### config.mk
export PLATFORM = sky130hd
export DESIGN_NAME = cacheline_mem_arbiter
export DESIGN_NICKNAME = d
export VERILOG_FILES = /design/src/rtl/cacheline_mem_arbiter_pkg.sv /design/src/rtl/cacheline_mem_arbiter_rr.sv /design/src/rtl/cacheline_mem_arbiter.sv
export SDC_FILE = /design/constraint.sdc
export NUM_CORES = 1
export LEC_CHECK = 0
export CAP_MARGIN = 10
export CORE_AREA = 8 8 538 540
export CTS_CLUSTER_DIAMETER = 120
export DETAILED_ROUTE_END_ITERATION = 7
export DIE_AREA = 0 0 546 548
export MAX_ROUTING_LAYER = met4
export SYNTH_ARGS = -nofsm -noshare
export SYNTH_HDL_FRONTEND = slang
export SYNTH_SLANG_ARGS = --single-unit
### constraint.sdc
create_clock -name clk -period 3.8 [get_ports clk]
set_input_delay 0.57 -clock clk [delete_from_list [all_inputs] [get_ports clk]]
set_output_delay 0.57 -clock clk [all_outputs]
set_load 0.02 [all_outputs]
### src/rtl/cacheline_mem_arbiter_pkg.sv
// Shared types for the cacheline memory arbiter: widths, FSM states and the
// latched request record that drives the memory port for a whole transaction.
package cacheline_mem_arbiter_pkg;

    localparam int ARB_ADDR_W = 32;
    localparam int ARB_LINE_W = 256;

    typedef enum logic [1:0] {
        ARB_IDLE,
        ARB_GRANT_I,
        ARB_GRANT_D
    } arb_state_t;

    typedef struct packed {
        logic [ARB_ADDR_W-1:0] addr;
        logic                  write;
        logic [ARB_LINE_W-1:0] wdata;
    } arb_req_t;

    localparam logic LAST_ICACHE = 1'b0;
    localparam logic LAST_DCACHE = 1'b1;

endpackage

### src/rtl/cacheline_mem_arbiter_rr.sv
// Two-way round-robin pick, purely combinational: bit 0 is icache, bit 1 dcache.
// On a tie the side that did not win last time is granted.
module cacheline_mem_arbiter_rr
    import cacheline_mem_arbiter_pkg::*;
(
    input  logic [1:0] req,
    input  logic       last,
    output logic [1:0] grant
);

    always_comb begin
        grant = 2'b00;
        unique case (req)
            2'b01:   grant = 2'b01;
            2'b10:   grant = 2'b10;
            2'b11:   grant = (last == LAST_DCACHE) ? 2'b01 : 2'b10;
            default: grant = 2'b00;
        endcase
    end

endmodule

### src/rtl/cacheline_mem_arbiter.sv
// Shares one cacheline memory port between icache (read) and dcache (read/write-back).
// Memory strobe rises the cycle after a grant; waiting requesters simply stay asserted.
module cacheline_mem_arbiter
    import cacheline_mem_arbiter_pkg::*;
#(
    parameter int ADDR_WIDTH = ARB_ADDR_W,
    parameter int LINE_WIDTH = ARB_LINE_W
) (
    input  logic                  clk,
    input  logic                  rst,
    input  logic [ADDR_WIDTH-1:0] i_addr,
    input  logic                  i_read,
    output logic [LINE_WIDTH-1:0] i_rdata,
    output logic                  i_resp,
    input  logic [ADDR_WIDTH-1:0] d_addr,
    input  logic                  d_read,
    input  logic                  d_write,
    input  logic [LINE_WIDTH-1:0] d_wdata,
    output logic [LINE_WIDTH-1:0] d_rdata,
    output logic                  d_resp,
    output logic [ADDR_WIDTH-1:0] mem_addr,
    output logic                  mem_read,
    output logic                  mem_write,
    output logic [LINE_WIDTH-1:0] mem_wdata,
    input  logic [LINE_WIDTH-1:0] mem_rdata,
    input  logic                  mem_resp
);

    arb_state_t            state_q, state_d;
    arb_req_t              req_q, req_d;
    logic                  last_q, last_d;
    logic                  mem_read_q, mem_read_d;
    logic                  mem_write_q, mem_write_d;
    logic [LINE_WIDTH-1:0] i_rdata_q, i_rdata_d;
    logic [LINE_WIDTH-1:0] d_rdata_q, d_rdata_d;
    logic [1:0]            grant;

    cacheline_mem_arbiter_rr u_rr (
        .req   ({d_read | d_write, i_read}),
        .last  (last_q),
        .grant (grant)
    );

    assign mem_addr  = req_q.addr;
    assign mem_wdata = req_q.wdata;
    assign mem_read  = mem_read_q;
    assign mem_write = mem_write_q;

    always_comb begin
        state_d     = state_q;
        req_d       = req_q;
        last_d      = last_q;
        mem_read_d  = mem_read_q;
        mem_write_d = mem_write_q;
        i_rdata_d   = i_rdata_q;
        d_rdata_d   = d_rdata_q;
        i_resp      = 1'b0;
        d_resp      = 1'b0;
        i_rdata     = i_rdata_q;
        d_rdata     = d_rdata_q;

        unique case (state_q)
            ARB_IDLE: begin
                if (grant[0]) begin
                    state_d     = ARB_GRANT_I;
                    req_d.addr  = i_addr;
                    req_d.write = 1'b0;
                    req_d.wdata = '0;
                    last_d      = LAST_ICACHE;
                    mem_read_d  = 1'b1;
                end else if (grant[1]) begin
                    // Read and write together is illegal; the write wins.
                    state_d     = ARB_GRANT_D;
                    req_d.addr  = d_addr;
                    req_d.write = d_write;
                    req_d.wdata = d_wdata;
                    last_d      = LAST_DCACHE;
                    mem_read_d  = ~d_write;
                    mem_write_d = d_write;
                end
            end
            ARB_GRANT_I: begin
                if (mem_resp) begin
                    i_resp      = 1'b1;
                    i_rdata     = mem_rdata;
                    i_rdata_d   = mem_rdata;
                    state_d     = ARB_IDLE;
                    mem_read_d  = 1'b0;
                    mem_write_d = 1'b0;
                end
            end
            ARB_GRANT_D: begin
                if (mem_resp) begin
                    d_resp      = 1'b1;
                    state_d     = ARB_IDLE;
                    mem_read_d  = 1'b0;
                    mem_write_d = 1'b0;
                    if (req_q.write) begin
                        d_rdata = '0;
                    end else begin
                        d_rdata   = mem_rdata;
                        d_rdata_d = mem_rdata;
                    end
                end
            end
            default: state_d = ARB_IDLE;
        endcase
    end

    always_ff @(posedge clk or negedge rst) begin
        if (!rst) begin
            state_q     <= ARB_IDLE;
            req_q       <= '0;
            last_q      <= LAST_DCACHE;
            mem_read_q  <= 1'b0;
            mem_write_q <= 1'b0;
            i_rdata_q   <= '0;
            d_rdata_q   <= '0;
        end else begin
            state_q     <= state_d;
            req_q       <= req_d;
            last_q      <= last_d;
            mem_read_q  <= mem_read_d;
            mem_write_q <= mem_write_d;
            i_rdata_q   <= i_rdata_d;
            d_rdata_q   <= d_rdata_d;
        end
    end

    a_no_idle_resp: assert property (@(posedge clk) disable iff (!rst)
        (state_q == ARB_IDLE) |-> !mem_resp);
    a_d_rw_exclusive: assert property (@(posedge clk) disable iff (!rst)
        !(d_read && d_write));
    a_i_aligned: assert property (@(posedge clk) disable iff (!rst)
        (state_q == ARB_IDLE && i_read) |-> (i_addr[4:0] == 5'd0));
    a_d_aligned: assert property (@(posedge clk) disable iff (!rst)
        (state_q == ARB_IDLE && (d_read || d_write)) |-> (d_addr[4:0] == 5'd0));

endmodule

# --- Word level (Yosys, flattened, before mapping) ---
# Cells that the tools add are included.
totals:
  reg_bits: 806
  latch_bits: 0
  mem_bits_rw: 0
  mem_bits_ro: 0
  inputBits: 582
  elab_cells: 55
  memories: 0
op_classes:
  n_addsub: 0
  multipliers: 0
  n_div: 0
  order_cmp: 0
  n_eq_ne: 9
  shift: 0
  muxes: 25
  bitwise_logic: 3
  reduce_logical: 9
op_table:
  columns: ["op", "count"]
  rows:
  - ["256-bit two-way mux", 5]
  - ["289-bit two-way mux", 2]
  - ["1-bit two-way mux", 10]
  - ["2-bit two-way mux", 4]
  - ["2-bit equality test (second input constant)", 3]
  - ["2-bit one-hot mux with 3 select lines", 1]
  - ["3-bit AND reduction", 2]
  - ["2-bit by 1-bit equality test with 1-bit output (second input constant)", 2]
  - ["2-bit inequality test (second input constant)", 2]
  - ["1-bit one-hot mux with 2 select lines", 2]
  - ["2-bit one-hot mux with 2 select lines", 1]
  - ["2-bit AND reduction", 2]
  - ["4-bit AND reduction", 1]
  - ["2-bit nonzero test", 2]
  - ["3-bit inequality test (second input constant)", 1]
  - ["2-bit zero test", 1]
  - ["2-bit by 1-bit inequality test with 1-bit output (second input constant)", 1]
  - ["1-bit NOT", 2]
  - ["2-bit OR reduction", 1]
  - ["1-bit OR", 1]

# --- Depth between registers and ports, before layout ---
depth:
  depth_word: 6
  depth_mapped: 9
  mapped_depth_nobuf: 5

# --- Cells and area by module ---
# Synthesis repeated with hierarchy kept, for this count alone.
unflattened:
  cells_unflattened: 2429
  area_unflattened_um2: 34490.6
by_module_without_submodules:
  columns: ["module", "n_inst", "cells_per_inst", "area_per_inst_um2", "seq_area_each_um2"]
  rows:
  - ["cacheline_mem_arbiter", 1, 2426, 34471.8, 20170.6]
  - ["cacheline_mem_arbiter_rr", 1, 3, 18.8, 0.0]

# --- Worst setup path after synthesis ---
# No wires, ideal clock.
synth_path:
  kind: "register -> output"
  startpoint: "register state_q[0]"
  endpoint: "output d_rdata[126]"
  t_arrival_ns: 1.596
  t_required_ns: 3.230
  slack_ns: 1.634
  path_stages_with_launch: 7
  cell_sequence: "dfrtp_1 -> inv_1 -> ha_1 -> nand2_1 -> clkbuf_1 -> clkbuf_1 -> a22o_1"
synth_via:
  elab_chain_len: 2
synth_rtl:
  columns: ["item", "line_no", "text"]
  rows:
  - ["start: declaration", "cacheline_mem_arbiter.sv:29", "arb_state_t state_q, state_d;"]
  - ["start signal: assignment", "cacheline_mem_arbiter.sv:120", "state_q <= state_d;"]
  - ["2-bit equality test", "cacheline_mem_arbiter.sv:62", "unique case (state_q)"]
  - ["256-bit two-way mux", "cacheline_mem_arbiter.sv:62", null]
  - ["end: declaration", "cacheline_mem_arbiter.sv:19", "output logic [LINE_WIDTH-1:0] d_rdata,"]
# No other way between the ends.

# --- Final worst setup path ---
layout_path:
  startpoint: "register state_q[0]"
  endpoint: "output d_rdata[207]"
# The elaborated chain is that of the path after synthesis.

==> impl_metrics.env <==
export IMPL_worst_slew_pin_slew_ps=1101
export IMPL_power_mw=55.78
export IMPL_cts_reportedPaths_clkPinSlew_ps=60
export IMPL_syn_to_final_growth_pct=62.26
export IMPL_postLayoutCellArea_um2=56100
export IMPL_r2r_start="state_q[0]"
export IMPL_die_area_um2=299200
export IMPL_yosysSeqAreaShare_pct=58.35
export IMPL_yosys_top_cells_count="dfrtp_1, a22o_1, mux2_2"
export IMPL_grt_pass1_wl_mm=301.5
export IMPL_via_per_inst=3.530
export IMPL_synth_flop_cell="dfrtp_1"
export IMPL_setup_viol=0
export IMPL_status="completed"
export IMPL_maxSlewViolCount=0
export IMPL_arrival_ps=3220
export IMPL_syn_nets=3048
export IMPL_start_util_pct=12.31
export IMPL_die_w_um=546
export IMPL_track_usage_pct=15.52
export IMPL_layout_drive_gt1_share_pct=24.55
export IMPL_synth_edf_count=0
export IMPL_routabilityCongestion=0.9212
export IMPL_worstPathRequired_ps=3230
export IMPL_routed_wl_mm=236.6
export IMPL_crit_path_max_fanout=40
export IMPL_drt_wirelength_per_cell_um=31.47
export IMPL_top_level_ports=1386
export IMPL_clkLatencyLatePin_ps=820
export IMPL_clockBufferDepth=4
export IMPL_min_delay_start="d_addr[25]"
export IMPL_fillCellCount=30087
export IMPL_ant_nets=0
export IMPL_place_area_um2=52050
export IMPL_cts_buffers=108
export IMPL_drc=0
export IMPL_hpwl_mm=198.2
export IMPL_fp_dieH_um=548
export IMPL_dr_first_iter_drc_count=1614
export IMPL_grt_ovfl_total=0
export IMPL_fmax_mhz=263.9
export IMPL_syn_area_per_cell_um2=14.04
export IMPL_cp_end_kind="primary output"
export IMPL_synth_seq_cells=806
export IMPL_yosys_area_top_type="dfrtp_1"
export IMPL_grt_pass1_vias=28088
export IMPL_row_count=195
export IMPL_firstDrtPassIters=5
export IMPL_synth_top_area_share_pct=58.27
export IMPL_fin_crit_ps=3790
export IMPL_rsz0062_at_grt="yes"
export IMPL_fin_crit_sh_pct=99.73
export IMPL_vias=26543
export IMPL_portBuffers=1385
export IMPL_p_leak_nw=23.45
export IMPL_syn_cell_area_um2=34570
export IMPL_worstSetupStartpoint="state_q[0]"
export IMPL_htree_levels=3
export IMPL_cts_root_buffer="clkbuf_16"
export IMPL_synth_most_common_cell="dfrtp_1"
export IMPL_grt_max_degree=86
export IMPL_finalHoldViolCount=0
export IMPL_cts_sinks=806
export IMPL_synth_area_leaders="dfrtp_1, mux2_2, a22o_1"
export IMPL_antenna_found_initial=181
export IMPL_netlist_instances=2463
export IMPL_fin_worst_skew_ps=45.76
export IMPL_cp_start_kind="flip-flop"
export IMPL_critPathKind="reg2out"
export IMPL_peakVddDrop_mv=0.5280
export IMPL_core_um2=280800
export IMPL_yosysUniqueCellTypes=32
export IMPL_drv_cap=0
export IMPL_tritoncts="done"
export IMPL_final_nets=4180
export IMPL_synth_warnings=0
export IMPL_p_per_area_nw_per_um2=994.4
export IMPL_hp_class="in2reg"
export IMPL_synthArstFlopShare_pct=100.0
export IMPL_slew_headroom_pct=26.58
==> what timing repair did <==
| action | CTS | global route |
|---|---|---|
| endpoints found under the setup margin | 370 | 71 |
| resized for setup | 111 | 56 |
| buffers inserted | 0 | 2 |
| cloned | 3 | 3 |
| hold endpoints to repair | 42 | 0 |
| hold buffers | 1 | 0 |
| pin swaps | 0 | 1 |
==> worst max-delay path: stages, from the launching register on <==
cell and delay, ps:
dfrtp_1 420, inv_1 140, ha_4 200, nand2_4 90, nor2_4 230, buf_12 250
buf_12 250, a22o_1 190, clkdlybuf4s50_1 620
==> placed cells by master (no fill, tap or decap), types with 6 or more instances in the layout <==
master	Yosys	routed
clkdlybuf4s50_1	0	1097
dfrtp_1	805	805
a22o_1	512	512
mux2_2	465	465
buf_12	0	138
clkbuf_16	0	111
diode_2	0	103
buf_4	314	98
dlygate4sd2_1	0	85
inv_1	70	70
mux2_1	47	47
dlymetal6s2s_1	0	41
nand2_1	39	36
o221ai_1	32	32
clkinv_2	0	22
clkbuf_8	0	21
clkbuf_1	32	17
clkdlybuf4s15_1	0	12
buf_16	0	7
bufinv_16	0	6
==> report_power, final <==
group          switching [mW]  internal [mW]
Combinational            17.0           14.0
Sequential               1.94           12.6
Clock                    4.21           6.03
Total                    23.1           32.7
==> worst paths after layout <==
kind	cells after the start	slack (ps)	to
setup / recovery	8	10	d_rdata[207]
hold / removal	3	340	mem_addr[25]
setup reg to reg	8	1370	d_rdata_q[152]
hold reg to reg	1	480	d_rdata_q[201]
max in group asynchronous	4	2250	mem_addr[18]
min in group asynchronous	2	360	i_rdata_q[208]
==> sequential cells by signal (all words and copies together) (netlist names) <==
register	count
mem_wdata	256
mem_write	1
d_rdata_q	256
i_rdata_q	256
mem_read	1
req_q	1
last_q	1
mem_addr	32
state_q	2
==> cells by family (layout without fill, tap and decap cells) <==
logic type / Yosys count / count (layout) / share of synthesized area, %
buf+inv: 538 / 1749 / 10.20
mux: 512 / 512 / 16.68
simple gates: 49 / 49 / 0.6044
fa+ha+maj: 3 / 3 / 0.1086
flops: 806 / 806 / 58.35
other cells: 0 / 103 / 0
compound gates: 555 / 555 / 14.07
==> per-stage QoR <==
stage	instances	hold WS [ps]	TNS, ps	worst slack [ps]	util [%]
after detailed placement	7219	472.1	0	26.18	18.53
final	7520	343.5	0	10.12	19.98
after CTS	7412	224.8	-9455	-181.6	19.80
after global routing	7517	289.4	-4301	-152.2	19.97
after floorplan	2463	274.4	0	1634	-
after global placement	7219	467.6	0	16.30	18.53
==> per-layer routing <==
metal  routed length, µm  track usage (%)  vias to the layer above
li1                    -                -                    11174
met1               95080            17.49                    13643
met2              101400            22.97                     1426
met3               33700            9.967                      300
met4                6481            3.671                        0
met5                   0                -                        -
==> cell type report <==
| cell class | instances | area [µm²] | area share, % |
|---|---|---|---|
| Sequential cell | 806 | 20170 | 35.96 |
| Timing Repair Buffer | 1490 | 16270 | 29.01 |
| Multi-Input combinational cell | 1119 | 10950 | 19.51 |
| Tap cell | 3743 | 4683 | 8.349 |
| Clock buffer | 146 | 3055 | 5.447 |
| Clock inverter | 43 | 447.9 | 0.7985 |
| Inverter | 70 | 262.8 | 0.4684 |
| Antenna cell | 103 | 257.7 | 0.4595 |
No activity file was read; power rests on OpenSTA's default activity.
